--- config.mk ---
export PLATFORM = sky130hd
export DESIGN_NAME = br_4_tdm_demux_14
export DESIGN_NICKNAME = d
export VERILOG_FILES = /design/src/rtl/br_4_tdm_demux_14.sv
export SDC_FILE = /design/constraint.sdc
export NUM_CORES = 1
export LEC_CHECK = 0
export BUFFER_PORTS_ARGS = -buffer_cell sky130_fd_sc_hd__buf_2
export CORE_ASPECT_RATIO = 0.8
export CORE_MARGIN = 3
export CORE_UTILIZATION = 57
export CTS_CLUSTER_SIZE = 25
export DETAILED_ROUTE_END_ITERATION = 16
export GPL_TIMING_DRIVEN = 0
export HOLD_SLACK_MARGIN = 0.02
export PLACE_DENSITY = 0.83
export SLEW_MARGIN = 10
export SYNTH_ARGS = -nofsm -noshare
export SYNTH_HDL_FRONTEND = slang
export SYNTH_SLANG_ARGS = --single-unit
--- constraint.sdc ---
create_clock -name clk -period 3.5 [get_ports clk]
set_input_delay 0.35 -clock clk [delete_from_list [all_inputs] [get_ports clk]]
set_output_delay 0.35 -clock clk [all_outputs]
set_load 0.05 [all_outputs]
--- src/rtl/br_4_tdm_demux_14.sv ---
// rtl/br_4_tdm_demux_14.sv - TDM 4:1 receive demux with atomic per-frame output bank
module br_4_tdm_demux_14 #(
  parameter int WIDTH = 4
) (
  input  logic             clk,
  input  logic             rst,
  input  logic [WIDTH-1:0] din,
  input  logic             din_valid,
  input  logic             frame_sync,
  output logic [WIDTH-1:0] A0,
  output logic [WIDTH-1:0] A1,
  output logic [WIDTH-1:0] A2,
  output logic [WIDTH-1:0] A3,
  output logic             frame_done,
  output logic             locked,
  output logic             sync_err,
  output logic [1:0]       slot
);

  typedef enum logic {
    HUNT   = 1'b0,
    LOCKED = 1'b1
  } state_t;

  state_t state, state_n;

  // Shadow bank holds slots 0..2; slot 3 goes straight from din to A3.
  logic [WIDTH-1:0] sh0, sh1, sh2;
  logic [WIDTH-1:0] sh0_n, sh1_n, sh2_n;
  logic [WIDTH-1:0] a0_n, a1_n, a2_n, a3_n;
  logic [1:0]       slot_n;
  logic             done_n, err_n;

  assign locked = (state == LOCKED);

  // State, shadow bank, output bank and pulse registers.
  always_ff @(posedge clk or posedge rst) begin
    if (rst) begin
      state      <= HUNT;
      slot       <= 2'd0;
      sh0        <= '0;
      sh1        <= '0;
      sh2        <= '0;
      A0         <= '0;
      A1         <= '0;
      A2         <= '0;
      A3         <= '0;
      frame_done <= 1'b0;
      sync_err   <= 1'b0;
    end else begin
      state      <= state_n;
      slot       <= slot_n;
      sh0        <= sh0_n;
      sh1        <= sh1_n;
      sh2        <= sh2_n;
      A0         <= a0_n;
      A1         <= a1_n;
      A2         <= a2_n;
      A3         <= a3_n;
      frame_done <= done_n;
      sync_err   <= err_n;
    end
  end

  // Next-state: alignment tracking, slot capture and whole-frame commit.
  always_comb begin
    state_n = state;
    slot_n  = slot;
    sh0_n   = sh0;
    sh1_n   = sh1;
    sh2_n   = sh2;
    a0_n    = A0;
    a1_n    = A1;
    a2_n    = A2;
    a3_n    = A3;
    done_n  = 1'b0;
    err_n   = 1'b0;
    if (din_valid) begin
      case (state)
        HUNT: begin
          if (frame_sync) begin
            sh0_n   = din;
            slot_n  = 2'd1;
            state_n = LOCKED;
          end
        end
        LOCKED: begin
          if (frame_sync) begin
            // Sync anywhere but slot 0 aborts the partial frame and restarts it.
            err_n  = (slot != 2'd0);
            sh0_n  = din;
            slot_n = 2'd1;
          end else begin
            case (slot)
              2'd0: begin
                err_n   = 1'b1;
                state_n = HUNT;
                slot_n  = 2'd0;
              end
              2'd1: begin
                sh1_n  = din;
                slot_n = 2'd2;
              end
              2'd2: begin
                sh2_n  = din;
                slot_n = 2'd3;
              end
              default: begin
                a0_n   = sh0;
                a1_n   = sh1;
                a2_n   = sh2;
                a3_n   = din;
                done_n = 1'b1;
                slot_n = 2'd0;
              end
            endcase
          end
        end
        default: begin
          state_n = HUNT;
          slot_n  = 2'd0;
        end
      endcase
    end
  end

endmodule

==> impl_metrics.toml, run 1 <==
[finish]
syn2layout_area_growth_pct = 15.37
regArea_um2 = 825.8
final.fill_count = 160
fin_nets = 136
drive_gt1_frac = 0.5323
final_common_cell = "dfrtp_1"
multi_input_area_um2 = 518.0
mostFrequentLayoutCells = "33 x dfrtp_1, 27 x buf_2, 19 x mux2_2"
insertedDiodeCount = 0

[sta]
hold_violations = 0
period_share = 0.4151
max_freq_mhz = 688.3
setup_violations = 0
period_needed_ns = 1.453
timing.slew.headroom = 0.2672
rsz0062_at_grt = "false"
worst_pin_slew_ns = 1.092
timing.final.ws_setup_ns = 2.047
slew_violations = 0
skew_ns = 0.003793
fin_tns_setup_ns = 0

[place]
dp_worst_setup_slack_ns = 2.034
port_buffers = 27
hpwl_mm = 1.628
finalWeightedCongestion = 0.6798

[clock_network]
clock_latency_ns = 0.32
root_buffer = "clkbuf_4"
post-cts-setup-buffers = 0
cts_resized = 0
clock-sinks = 33
cts_tree = "yes"
ctsHoldBuffers = 0
path_clk_slew_ns = 0.09
cts_max_level = 2
clock_path_buffers = 2
numCtsBuffers = 5

[floorplan]
pin_count = 29
fp.dieW_um = 61.41
rows = 15
core_region_area_um2 = 2233
die-area_um2 = 3091
initial_core_util = 0.6269
die_h_um = 50.33

[logic_synthesis]
syn_nets = 102
synth_area_per_cell_um2 = 15.73
yosysUniqueCellTypes = 18
synth_cells = 89
ys.warnings.count = 0
netlist_area_um2 = 1400
seq_area_frac_synth = 0.5898
ys_ff_latch = 33

[detailed_routing]
vias_per_cell = 5.315
drt-initial-drc-count = 18
dr.pass1.iters = 4
totalWireLength_mm = 2.211
post_drt_wl_per_cell_um = 14.84
drcViolationCount = 0
antenna_left = 0
dr_total_vias = 792

[worst_setup_path]
critical_path.slowest_cell = "dfrtp_1"
cp_max_fo = 10
cp_data_required_time_ns = 3.71
crit_path_max_incr_delay_ns = 0.41
crit_chain = "ha_1 -> nand4b_4 -> buf_6 -> mux2_4"
crit_arrival_ns = 1.66
crit_type = "flop to flop"
crit_buf_inv = 1
crit_path_end_kind = "flop"
start_kind = "flop"
cpLargestDelayFamily = "flip-flops"

[grt]
grt_overflow = 0
grt_pass1_vias = 795
grt_max_degree = 34
antenna_found_initial = 0
grt_pass1_wl_mm = 3.636
grt_usage = 0.1693

[pwr]
ir_worst_vdd_mv = 0.5380
p_leak_nw = 0.8477
pwr_density_cell_nw_per_um2 = 969.8

[run_status]
status = "completed"

[hold_path]
worstHoldPathType = "input pin to asynchronous set/reset pin"

[flow_run]
cap_violations = 0
[Yosys cell counts]
library cell,count,area share
mux2_2,19,0.15
nand4b_1,2,0.013
nor4bb_1,1,0.0071
nand2_1,2,0.0054
o21ai_0,1,0.0036
dfrtp_1,33,0.59
mux2_4,9,0.097
ha_1,5,0.045
nor2_1,1,0.0027
a21oi_1,2,0.0071
inv_1,5,0.013
buf_6,2,0.016
nand4b_4,1,0.017
or3b_2,1,0.0063
a31oi_1,1,0.0045
buf_4,2,0.011
nand3_1,1,0.0036
o221ai_1,1,0.0063
[registers in the layout (all words and copies together) (netlist names), 2 cells and up]
| name | flops |
|---|---|
| A0 | 4 |
| A1 | 4 |
| A2 | 4 |
| A3 | 4 |
| sh0 | 4 |
| sh1 | 4 |
| sh2 | 4 |
| slot | 2 |
[routing by layer]
layer  routed length, um  share of wire  vias to the layer above  GRT usage
li1                    -              -                      380          -
met1                1032           0.47                      384     0.2101
met2                1050           0.47                       26     0.2518
met3                 118          0.053                        2    0.07712
met4                  10         0.0045                        0    0.07420
met5                   0              0                        -          0
[logic make-up after synthesis]
kind of cell / count (synthesis) / synth area share
flops: 33 / 0.5898
compound gates: 5 / 0.02145
buf+inv: 9 / 0.04021
fa+ha+maj: 5 / 0.04468
simple gates: 9 / 0.05451
mux: 28 / 0.2493
[stage by stage]
stage	power (mW)	area (um^2)	util	hold WS, ns	cells
6_report	1.567	1615	0.7232	0.1613	149
5_1_grt	1.656	1615	0.7232	0.1943	149
4_1_cts	1.579	1615	0.7232	0.2799	149
3_5_place_dp	1.388	1567	0.7014	0.4890	141
3_3_place_gp	1.358	1567	0.7014	0.4838	141
2_1_floorplan	1.218	1400	-	0.4749	89
[final timing paths]
path	slack, ns	cells after the start	from	endpoint
hold / removal	0.16	2	rst	locked
setup reg to reg	2.05	4	slot[1]	A2[2]
setup / recovery	2.05	4	slot[1]	A2[2]
max in group asynchronous	2.84	2	rst	A0[1]
hold reg to reg	0.50	1	sh1[0]	A1[0]
min in group clk	0.28	2	frame_sync	slot[1]
[area by class of cell]
| class | count | area share |
|---|---|---|
| Sequential cell | 33 | 0.5112 |
| Multi-Input combinational cell | 47 | 0.3207 |
| Timing Repair Buffer | 27 | 0.08366 |
| Clock buffer | 8 | 0.03021 |
| Buffer | 4 | 0.02324 |
| Tap cell | 25 | 0.01936 |
| Inverter | 5 | 0.01162 |
[worst reg2reg max path, cell delays in order (launching register included)]
cell	delay (ns)
dfrtp_1	0.41
ha_1	0.22
nand4b_4	0.20
buf_6	0.22
mux2_4	0.30
[power by group]
| part | internal [mW] | leakage (nW) | switching (mW) |
|---|---|---|---|
| clock network | 0.0800 | 0.0265 | 0.116 |
| logic | 0.250 | 0.414 | 0.507 |
| registers | 0.534 | 0.408 | 0.0798 |
Power figures use the tool's default switching activity.
==> inputs of run 2 (changes only) <==
--- a/config.mk
+++ b/config.mk
@@ -8,12 +8,12 @@
 export BUFFER_PORTS_ARGS = -buffer_cell sky130_fd_sc_hd__buf_2
 export CORE_ASPECT_RATIO = 0.8
 export CORE_MARGIN = 3
-export CORE_UTILIZATION = 57
+export CORE_UTILIZATION = 48
 export CTS_CLUSTER_SIZE = 25
 export DETAILED_ROUTE_END_ITERATION = 16
 export GPL_TIMING_DRIVEN = 0
 export HOLD_SLACK_MARGIN = 0.02
-export PLACE_DENSITY = 0.83
+export PLACE_DENSITY = 0.74
 export SLEW_MARGIN = 10
 export SYNTH_ARGS = -nofsm -noshare
 export SYNTH_HDL_FRONTEND = slang
==> constraint.sdc (replaced) <==
create_clock -name clk -period 1.2 [get_ports clk]
set_input_delay 0.12 -clock clk [delete_from_list [all_inputs] [get_ports clk]]
set_output_delay 0.12 -clock clk [all_outputs]
set_load 0.05 [all_outputs]
==> impl_metrics.toml, run 2 (same netlist as run 1, synthesis figures left out) <==
[detailed_routing]
antenna_left = 0
drcViolationCount = 0
dr.pass1.iters = 5
vias_per_cell = 5.000
post_drt_wl_per_cell_um = 15.69
drt-initial-drc-count = 23
totalWireLength_mm = 2.621
dr_total_vias = 835

[finish]
fin_nets = 143
syn2layout_area_growth_pct = 29.94
mostFrequentLayoutCells = "30 x dfrtp_1, 26 x buf_2, 17 x mux2_4"
insertedDiodeCount = 0
drive_gt1_frac = 0.6565
final_common_cell = "dfrtp_1"
stdcell_area_um2 = 1819
final.fill_count = 189

[worst_setup_path]
crit_type = "flop to flop"
crit_chain = "inv_2 -> ha_1 -> nand4b_1 -> buf_6 -> mux2_2"
reg2reg_from = "slot[1]"
start_kind = "flop"
crit_path_end_kind = "flop"
rr_worst_depth = 5
critical_path.slowest_cell = "dfrtp_2"
cp_data_required_time_ns = 1.41
ff2ff_setup_slack_ns = -0.19
cp-startpoint = "slot[1]"
crit_arrival_ns = 1.60
worstReg2RegEnd = "sh1[3]"
cp_max_fo = 4
crit_path_max_incr_delay_ns = 0.45

[sta]
setup_violations = 28
timing.slew.headroom = 0.5577
hold_violations = 0
max_freq_mhz = 721.4
period_share = 1.155
worst_pin_slew_ns = 0.6624
slew_violations = 0
skew_ns = 0.007678
fin_tns_setup_ns = -4.282
rsz0062_at_grt = "true"
timing.final.ws_setup_ns = -0.1862
period_needed_ns = 1.386

[hold_path]
hold_path_depth = 2
min_to = "slot[1]"
worstHoldPathType = "input pin to flop"
hold_path.startpoint = "frame_sync"

[grt]
grt_max_degree = 34
grt_usage = 0.1636
antenna_found_initial = 0
grt_pass1_wl_mm = 4.126
grt_pass1_vias = 826
grt_overflow = 0

[clock_network]
clock_path_buffers = 2
root_buffer = "clkbuf_4"
path_clk_slew_ns = 0.10
numCtsBuffers = 5
clock_latency_ns = 0.32
clock-sinks = 33
cts_tree = "yes"
cts_max_level = 2

[place]
port_buffers = 27
hpwl_mm = 1.711
place_area_um2 = 1607
finalWeightedCongestion = 0.7509

[run_status]
status = "finished, violations left"
violations = "setup timing"

[floorplan]
die_h_um = 54.31
fp.dieW_um = 66.38
die-area_um2 = 3605
initial_core_util = 0.5380
rows = 16
core_region_area_um2 = 2603
pin_count = 29

[pwr]
pwr_density_cell_nw_per_um2 = 2732
p_leak_nw = 0.9409
power_mw = 4.970
ir_worst_vdd_mv = 1.604

[flow_run]
cap_violations = 0
-- run 2: repair_timing --
item                                   CTS  global route
buffers inserted                         3             2
pin swaps                                3             4
cloned                                   1             0
gates resized for setup                 11            13
setup endpoints to repair               24            30
endpoints found under the hold margin    0            33
hold buffers                             0             1
-- run 2: how the worst max path moves through the flow --
| stage | endpoint | slack (ns) | depth (start not counted) |
|---|---|---|---|
| detailed placement | sh1[3] | -0.23 | 4 |
| global placement | sh1[2] | -0.19 | 4 |
| global route | sh2[0] | -0.23 | 4 |
| floorplan | A0[0] | -0.29 | 4 |
| finish | sh1[3] | -0.19 | 5 |
| CTS | sh1[3] | -0.18 | 5 |
-- run 2: area by class of cell --
| type | count | area [um^2] | share of cell area |
|---|---|---|---|
| timing repair buffer | 34 | 225.2 | 0.1238 |
| inverter | 5 | 18.77 | 0.01032 |
| tap | 36 | 45.04 | 0.02476 |
| multi-input combinational | 47 | 604.3 | 0.3322 |
| clock buffer | 6 | 41.29 | 0.02270 |
| buffer | 4 | 45.04 | 0.02476 |
| clock inverter | 2 | 10.01 | 0.005502 |
| sequential | 33 | 829.5 | 0.4560 |
-- run 2: worst max-delay path: cells and delay by family (launching register included) --
| kind | cells | cell delay (ns) |
|---|---|---|
| flip-flops | 1 | 0.45 |
| AND/OR/NAND/NOR | 1 | 0.11 |
| buffers and inverters | 2 | 0.21 |
| adder cells (fa/ha/maj) | 1 | 0.18 |
| multiplexers | 1 | 0.32 |
-- run 2: routing by layer --
metal  GRT usage  part of all wire  vias to the layer above
li1            -                 -                      397
met4      0.1149             0.014                        0
met2      0.2372              0.46                       26
met5           0                 0                        -
met3     0.05133             0.065                        4
met1      0.2098              0.46                      408
-- run 2: stage by stage --
step | hold slack [ns] | utilization | worst slack, ns | std cells
floorplan | 0.2487 | - | -0.2856 | 89
global placement | 0.3928 | 0.6173 | -0.1886 | 152
detailed placement | 0.3996 | 0.6173 | -0.2313 | 152
CTS | 0.06401 | 0.6707 | -0.1760 | 164
global route | 0.03434 | 0.6990 | -0.2330 | 167
finish | 0.03819 | 0.6990 | -0.1862 | 167
-- run 2: power breakdown --
| part | switching (mW) | internal [mW] | total (mW) |
|---|---|---|---|
| registers | 0.274 | 1.56 | 1.84 |
| logic | 1.57 | 0.980 | 2.55 |
| clock network | 0.358 | 0.223 | 0.581 |
| total | 2.20 | 2.77 | 4.97 |
